$ cat config.mk
export PLATFORM = sky130hd
export DESIGN_NAME = dcache_wt_flat
export DESIGN_NICKNAME = d
export VERILOG_FILES = /design/src/rtl/dcache_wt_if.sv /design/src/rtl/dcache_wt.sv /design/src/flat_wrapper.sv
export SDC_FILE = /design/constraint.sdc
export NUM_CORES = 1
export LEC_CHECK = 0
export CAP_MARGIN = 20
export CORE_AREA = 2 2 274 276
export DETAILED_ROUTE_END_ITERATION = 8
export DIE_AREA = 0 0 276 278
export HOLD_SLACK_MARGIN = 0.15
export SYNTH_ARGS = -nofsm -noshare
export SYNTH_HDL_FRONTEND = slang
export SYNTH_SLANG_ARGS = --single-unit
$ cat constraint.sdc
create_clock -name clk -period 7.6 [get_ports clk]
set_input_delay 1.9 -clock clk [delete_from_list [all_inputs] [get_ports clk]]
set_output_delay 1.9 -clock clk [all_outputs]
set_load 0.05 [all_outputs]
$ cat src/rtl/dcache_wt_if.sv
// Bus bundle between the MEM stage, the data cache and the backing data memory.
// The slave view is the cache; the master view is the pipeline plus memory.
interface dcache_wt_if #(
    parameter int XLEN      = 32,
    parameter int ADDR_BITS = 8
) ();
    logic                   MEM_ld;
    logic                   MEM_str;
    logic                   MEM_byt;
    logic [ADDR_BITS-1:0]   MEM_addr;
    logic [XLEN-1:0]        MEM_wdata;
    logic [XLEN-1:0]        MEM_rdata;
    logic                   MEM_stall;
    logic                   D_mem_rd_req;
    logic                   D_mem_wr_req;
    logic [ADDR_BITS-1:0]   D_mem_addr;
    logic [XLEN-1:0]        D_mem_wdata;
    logic                   D_mem_byt;
    logic [4*XLEN-1:0]      D_mem_line;
    logic                   D_mem_valid;
    logic                   D_mem_wr_ack;

    modport slave (
        input  MEM_ld, MEM_str, MEM_byt, MEM_addr, MEM_wdata,
        input  D_mem_line, D_mem_valid, D_mem_wr_ack,
        output MEM_rdata, MEM_stall,
        output D_mem_rd_req, D_mem_wr_req, D_mem_addr,
        output D_mem_wdata, D_mem_byt
    );

    modport master (
        output MEM_ld, MEM_str, MEM_byt, MEM_addr, MEM_wdata,
        output D_mem_line, D_mem_valid, D_mem_wr_ack,
        input  MEM_rdata, MEM_stall,
        input  D_mem_rd_req, D_mem_wr_req, D_mem_addr,
        input  D_mem_wdata, D_mem_byt
    );
endinterface

$ cat src/rtl/dcache_wt.sv
// Direct-mapped write-through, no-write-allocate data cache for the MEM stage.
// 128-bit line refills, single-beat stores, combinational pipeline stall.
module dcache_wt #(
    parameter int XLEN      = 32,
    parameter int ADDR_BITS = 8,
    parameter int LINES     = 4
) (
    input  logic        clk,
    input  logic        rst,
    dcache_wt_if.slave  bus
);
    localparam int IDX = $clog2(LINES);
    localparam int TAG = ADDR_BITS - 4 - IDX;
    localparam int LW  = 4 * XLEN;

    typedef enum logic [1:0] {IDLE, REFILL, WRITE, DONE} state_t;

    state_t                 state_q, state_d;
    logic [LINES-1:0]       valid_q, valid_d;
    logic [TAG-1:0]         tag_q   [LINES];
    logic [TAG-1:0]         tag_d   [LINES];
    logic [LW-1:0]          data_q  [LINES];
    logic [LW-1:0]          data_d  [LINES];
    logic                   rd_req_q, rd_req_d;
    logic                   wr_req_q, wr_req_d;
    logic [ADDR_BITS-1:0]   addr_q, addr_d;
    logic [XLEN-1:0]        wdata_q, wdata_d;
    logic                   byt_q, byt_d;

    logic [1:0]             bsel, wsel;
    logic [IDX-1:0]         idx, fidx;
    logic [TAG-1:0]         tag, ftag;
    logic                   hit, is_st, is_ld;
    logic [XLEN-1:0]        cur_word, new_word;
    logic [7:0]             cur_byte;

    assign bsel  = bus.MEM_addr[1:0];
    assign wsel  = bus.MEM_addr[3:2];
    assign idx   = bus.MEM_addr[3+IDX:4];
    assign tag   = bus.MEM_addr[ADDR_BITS-1:4+IDX];
    // Refill target comes from the latched request, not the live bus.
    assign fidx  = addr_q[3+IDX:4];
    assign ftag  = addr_q[ADDR_BITS-1:4+IDX];

    assign is_st = bus.MEM_str;
    assign is_ld = bus.MEM_ld & ~bus.MEM_str;
    assign hit   = valid_q[idx] && (tag_q[idx] == tag);

    assign cur_word = data_q[idx][32*wsel +: 32];
    assign cur_byte = cur_word[8*bsel +: 8];

    always_comb begin
        new_word = bus.MEM_wdata;
        if (bus.MEM_byt) begin
            new_word = cur_word;
            new_word[8*bsel +: 8] = bus.MEM_wdata[7:0];
        end
    end

    always_comb begin
        bus.MEM_rdata = '0;
        if (rst) begin
            bus.MEM_rdata = bus.MEM_byt ?
                {{(XLEN-8){1'b0}}, cur_byte} : cur_word;
        end
    end

    always_comb begin
        bus.MEM_stall = 1'b0;
        if (rst) begin
            unique case (state_q)
                IDLE:          bus.MEM_stall = is_st | (is_ld & ~hit);
                REFILL, WRITE: bus.MEM_stall = 1'b1;
                DONE:          bus.MEM_stall = 1'b0;
                default:       bus.MEM_stall = 1'b0;
            endcase
        end
    end

    always_comb begin
        state_d  = state_q;
        valid_d  = valid_q;
        tag_d    = tag_q;
        data_d   = data_q;
        rd_req_d = rd_req_q;
        wr_req_d = wr_req_q;
        addr_d   = addr_q;
        wdata_d  = wdata_q;
        byt_d    = byt_q;
        unique case (state_q)
            IDLE: begin
                unique case (1'b1)
                    is_st: begin
                        state_d  = WRITE;
                        wr_req_d = 1'b1;
                        addr_d   = bus.MEM_addr;
                        wdata_d  = bus.MEM_wdata;
                        byt_d    = bus.MEM_byt;
                        if (hit) data_d[idx][32*wsel +: 32] = new_word;
                    end
                    (is_ld & ~hit): begin
                        state_d  = REFILL;
                        rd_req_d = 1'b1;
                        addr_d   = {bus.MEM_addr[ADDR_BITS-1:4], 4'b0};
                    end
                    default: ;
                endcase
            end
            REFILL: begin
                if (bus.D_mem_valid) begin
                    data_d[fidx]  = bus.D_mem_line;
                    valid_d[fidx] = 1'b1;
                    tag_d[fidx]   = ftag;
                    rd_req_d      = 1'b0;
                    state_d       = IDLE;
                end
            end
            WRITE: begin
                if (bus.D_mem_wr_ack) begin
                    wr_req_d = 1'b0;
                    state_d  = DONE;
                end
            end
            DONE:    state_d = IDLE;
            default: state_d = IDLE;
        endcase
    end

    always_ff @(posedge clk) begin
        if (!rst) begin
            state_q  <= IDLE;
            valid_q  <= '0;
            rd_req_q <= 1'b0;
            wr_req_q <= 1'b0;
            addr_q   <= '0;
            wdata_q  <= '0;
            byt_q    <= 1'b0;
        end else begin
            state_q  <= state_d;
            valid_q  <= valid_d;
            tag_q    <= tag_d;
            data_q   <= data_d;
            rd_req_q <= rd_req_d;
            wr_req_q <= wr_req_d;
            addr_q   <= addr_d;
            wdata_q  <= wdata_d;
            byt_q    <= byt_d;
        end
    end

    assign bus.D_mem_rd_req = rd_req_q;
    assign bus.D_mem_wr_req = wr_req_q;
    assign bus.D_mem_addr   = addr_q;
    assign bus.D_mem_wdata  = wdata_q;
    assign bus.D_mem_byt    = byt_q;
endmodule

$ cat src/flat_wrapper.sv
// flat-port wrapper written by rule: the top's interface ports become plain ports
module dcache_wt_flat 
#(
    parameter int XLEN      = 32,
    parameter int ADDR_BITS = 8,
    parameter int LINES     = 4
)
  (clk, rst, bus_MEM_ld, bus_MEM_str, bus_MEM_byt, bus_MEM_addr, bus_MEM_wdata, bus_D_mem_line, bus_D_mem_valid, bus_D_mem_wr_ack, bus_MEM_rdata, bus_MEM_stall, bus_D_mem_rd_req, bus_D_mem_wr_req, bus_D_mem_addr, bus_D_mem_wdata, bus_D_mem_byt);
  dcache_wt_if #(.XLEN(XLEN), .ADDR_BITS(ADDR_BITS)) bus_i ();
  input  logic clk;
  input  logic rst;
  input wire logic [$bits(bus_i.MEM_ld)-1:0] bus_MEM_ld;
  input wire logic [$bits(bus_i.MEM_str)-1:0] bus_MEM_str;
  input wire logic [$bits(bus_i.MEM_byt)-1:0] bus_MEM_byt;
  input wire logic [$bits(bus_i.MEM_addr)-1:0] bus_MEM_addr;
  input wire logic [$bits(bus_i.MEM_wdata)-1:0] bus_MEM_wdata;
  input wire logic [$bits(bus_i.D_mem_line)-1:0] bus_D_mem_line;
  input wire logic [$bits(bus_i.D_mem_valid)-1:0] bus_D_mem_valid;
  input wire logic [$bits(bus_i.D_mem_wr_ack)-1:0] bus_D_mem_wr_ack;
  output wire logic [$bits(bus_i.MEM_rdata)-1:0] bus_MEM_rdata;
  output wire logic [$bits(bus_i.MEM_stall)-1:0] bus_MEM_stall;
  output wire logic [$bits(bus_i.D_mem_rd_req)-1:0] bus_D_mem_rd_req;
  output wire logic [$bits(bus_i.D_mem_wr_req)-1:0] bus_D_mem_wr_req;
  output wire logic [$bits(bus_i.D_mem_addr)-1:0] bus_D_mem_addr;
  output wire logic [$bits(bus_i.D_mem_wdata)-1:0] bus_D_mem_wdata;
  output wire logic [$bits(bus_i.D_mem_byt)-1:0] bus_D_mem_byt;
  assign bus_i.MEM_ld = bus_MEM_ld;
  assign bus_i.MEM_str = bus_MEM_str;
  assign bus_i.MEM_byt = bus_MEM_byt;
  assign bus_i.MEM_addr = bus_MEM_addr;
  assign bus_i.MEM_wdata = bus_MEM_wdata;
  assign bus_i.D_mem_line = bus_D_mem_line;
  assign bus_i.D_mem_valid = bus_D_mem_valid;
  assign bus_i.D_mem_wr_ack = bus_D_mem_wr_ack;
  assign bus_MEM_rdata = bus_i.MEM_rdata;
  assign bus_MEM_stall = bus_i.MEM_stall;
  assign bus_D_mem_rd_req = bus_i.D_mem_rd_req;
  assign bus_D_mem_wr_req = bus_i.D_mem_wr_req;
  assign bus_D_mem_addr = bus_i.D_mem_addr;
  assign bus_D_mem_wdata = bus_i.D_mem_wdata;
  assign bus_D_mem_byt = bus_i.D_mem_byt;
  dcache_wt #(.XLEN(XLEN), .ADDR_BITS(ADDR_BITS), .LINES(LINES)) u_core (.clk(clk), .rst(rst), .bus(bus_i));
endmodule
==> flow_summary.ini <==
[outcome]
status = finished with violations
violations = DRC

[synth]
ys.warnings.count = 0
netlist.area_leader.share_pct = 53.5
synth_cell_type_count = 66
muxShareOfSynthArea_pct = 11.8
yosys-top-cells-count = edfxtp_1, nand2_1, a22o_1, o21ai_0, clkbuf_1
syn_avg_cell_area_sq_um = 12.7
ys_top_cells_by_area = edfxtp_1, a22o_1, mux4_2, nand2_1, o21ai_0
synth_seq_cells = 569
seq_area_frac_synth_pct = 56.9
synth_fa_ha_area_share_pct = 0.557
synth_cells = 2294
ys.flop_type = edfxtp_1
syn_area_sq_um = 29200
async_flop_share_pct = 0
yosys.area_share.simple_pct = 8.67
synth_xor_area_share_pct = 0.0901
synth_area_leader_cell = edfxtp_1
yosysMostFrequentCell = edfxtp_1
synth_top_family_by_area = compound AO/OA/AOI/OAI gates
synth_edf_count = 520
synth_compound_gate_area_share_pct = 17.9
syn_nets = 2482

[timing]
maxSlewViolCount = 0
min_period_ns = 6.91
rsz0062_at_grt = no
timing.fmax_mhz = 145
setup_viol = 0
max_slew_margin_pct = 21.6
finClkSkew_ns = 0.0160
fin_tns_setup_ns = 0
worst_pin_slew_ns = 1.18
min_period_over_period_pct = 90.9
hold_viol_final = 0

[clock_network]
cts_sinks = 569
clk_pin_slew_ns = 0.06
cts.path.max_buffers = 3
cts-root-buf = clkbuf_16
post_cts_buffers = 0
cts_hold_buf = 0
h-tree-depth = 2
cts.repair.resized = 0
cts-buffers-inserted = 58
insertion_delay_ns = 0.63
cts_tree = done

[critical_path]
crit_fanout = 39
cp.arrival_ns = 5.01
crit_type = in2out
cpMaxStageDelayCell = clkdlybuf4s50_1
worst_path_largest_cell_delay_ns = 0.91
crit_chain = buf_6 > buf_4 > mux4_2 > mux2_2 > o211ai_1 > a21o_1 > a221oi_1 > clkdlybuf4s50_1
worstSetupStartpointType = primary input
end_kind = output port
worst-endpoint-required_ns = 5.70

[placed_design]
dp_hpwl_um = 70800
place_inst = 3375
routabilityCongestion = 0.946
numPortBuffers = 250

[flow_run]
max_cap_violations = 0

[final_layout]
fill_cells = 6564
ff_latch_area_sq_um = 16600
drive_gt1_share_pct = 14.0
layout.cells.non_filler = 3483
areaGrowthSynthToFinish_pct = 17.6
nNetsFinal = 2655
multiInputGateArea_sq_um = 11500

[pwr]
power_density_nw_per_um2 = 225
p_leak_nw = 11.7
ir_drop_mv = 0.115

[drt]
drc = 30
first_iter_violations = 3033
antenna_left = 0
vias = 22300
vias_per_cell = 6.41
first_pass_iters = 9
wl_um = 107000
avgRoutedWirePerCell_um = 30.8

[global_routing]
grt_pass1_vias = 21600
grt_max_degree = 75
grt_first_pass_wirelength_um = 153000
antenna_found_initial = 4
grt_overflow = 0
track_usage_pct = 27.3

[floorplanning]
start_util_pct = 39.5
die_h_um = 278
core_area_sq_um = 73800
io_pins = 251
num_rows = 100
fp.dieArea_sq_um = 76700
die_w_um = 276

[min_path]
hold_class = reg2reg
[logic make-up after synthesis]
group	count (synthesis)
AO/OA/AOI/OAI	714
XOR/XNOR	3
adder cells (fa/ha/maj)	13
buffers and inverters	246
flip-flops	569
multiplexers	172
AND/OR/NAND/NOR	577
[worst max-delay path, delay by kind of cell]
kind,cells,cell delay [ns]
AO/OA/AOI/OAI,3,0.81
buffers and inverters,3,1.74
multiplexers,2,0.51
[cell usage in the layout, fill, tap and decap left out, drive strengths merged, types with 4 or more instances in the layout]
cell,netlist,routed
a211oi,5,5
a21boi,36,36
a21o,7,7
a21oi,64,64
a221oi,4,4
a222oi,7,7
a22o,320,320
a22oi,23,23
a31oi,10,10
and2,5,5
and3,7,7
buf,82,98
clkbuf,143,75
clkdlybuf4s50,0,242
clkinv,1,29
dfxtp,49,49
edfxtp,520,520
ha,13,13
inv,18,18
mux2,23,23
mux2i,21,21
mux4,128,128
nand2,394,394
nand2b,8,8
nand3,49,49
nor2,67,67
nor2b,23,23
nor3,12,12
o2111ai,10,10
o211ai,5,5
o21ai,209,209
[per-stage QoR]
| stage | power [W] | setup WS, ns | hold WS (ns) | cell area, sq um | utilization (%) |
|---|---|---|---|---|---|
| after floorplan | 0.00450 | 0.834 | 0.421 | 29200 | - |
| after global placement | 0.00505 | 0.728 | 0.431 | 32600 | 44.1 |
| after detailed placement | 0.00508 | 0.722 | 0.435 | 32600 | 44.1 |
| after CTS | 0.00771 | 0.719 | 0.452 | 34300 | 46.5 |
| after global routing | 0.00793 | 0.546 | 0.468 | 34300 | 46.5 |
| final | 0.00773 | 0.695 | 0.450 | 34300 | 46.5 |
[flip-flops by register name (all words and copies together), names as in the netlist]
| name | count |
|---|---|
| u_core.bus.D_mem_addr | 8 |
| u_core.bus.D_mem_rd_req | 1 |
| u_core.data_q | 512 |
| u_core.tag_q | 8 |
| u_core.valid_q | 4 |
| u_core.bus.D_mem_byt | 1 |
| u_core.bus.D_mem_wr_req | 1 |
| u_core.bus.D_mem_wdata | 32 |
| u_core.state_q | 2 |
[metal layers]
layer | wire (um) | global-route usage, % | up-vias
met4 | 4280 | 10.9 | 6
met3 | 12200 | 5.98 | 246
met1 | 41700 | 36.8 | 11200
met2 | 49200 | 43.1 | 1596
met5 | 41 | 0 | -
li1 | - | - | 9276
[report_power, final]
part	leakage (nW)	switching (W)	internal [W]
clock	0.838	0.00124	0.00144
sequential	5.47	0.0000477	0.00353
combinational	5.35	0.000970	0.000498
[final timing paths]
path | start | to | slack (ns) | cells after the start
worst max-delay path | bus_MEM_addr[5] | bus_MEM_rdata[3] | 0.69 | 8
worst min-delay path | u_core.valid_q[3]$_SDFFE_PN0P_ | u_core.valid_q[3]$_SDFFE_PN0P_ | 0.45 | 1
worst max register to register | u_core.state_q[1]$_SDFFE_PN0P_ | u_core.data_q[105]$_DFFE_PP_ | 3.57 | 7
worst min register to register | u_core.valid_q[3]$_SDFFE_PN0P_ | u_core.valid_q[3]$_SDFFE_PN0P_ | 0.45 | 1
[final cells by class]
class,count,share of cell area [%]
Inverter,19,0.208
Multi-Input combinational cell,1479,33.5
Antenna cell,1,0.00729
Clock buffer,75,4.45
Tap cell,969,3.53
Sequential cell,569,48.4
Clock inverter,31,0.547
Timing Repair Buffer,340,9.41
(Power assumes the default switching activity.)
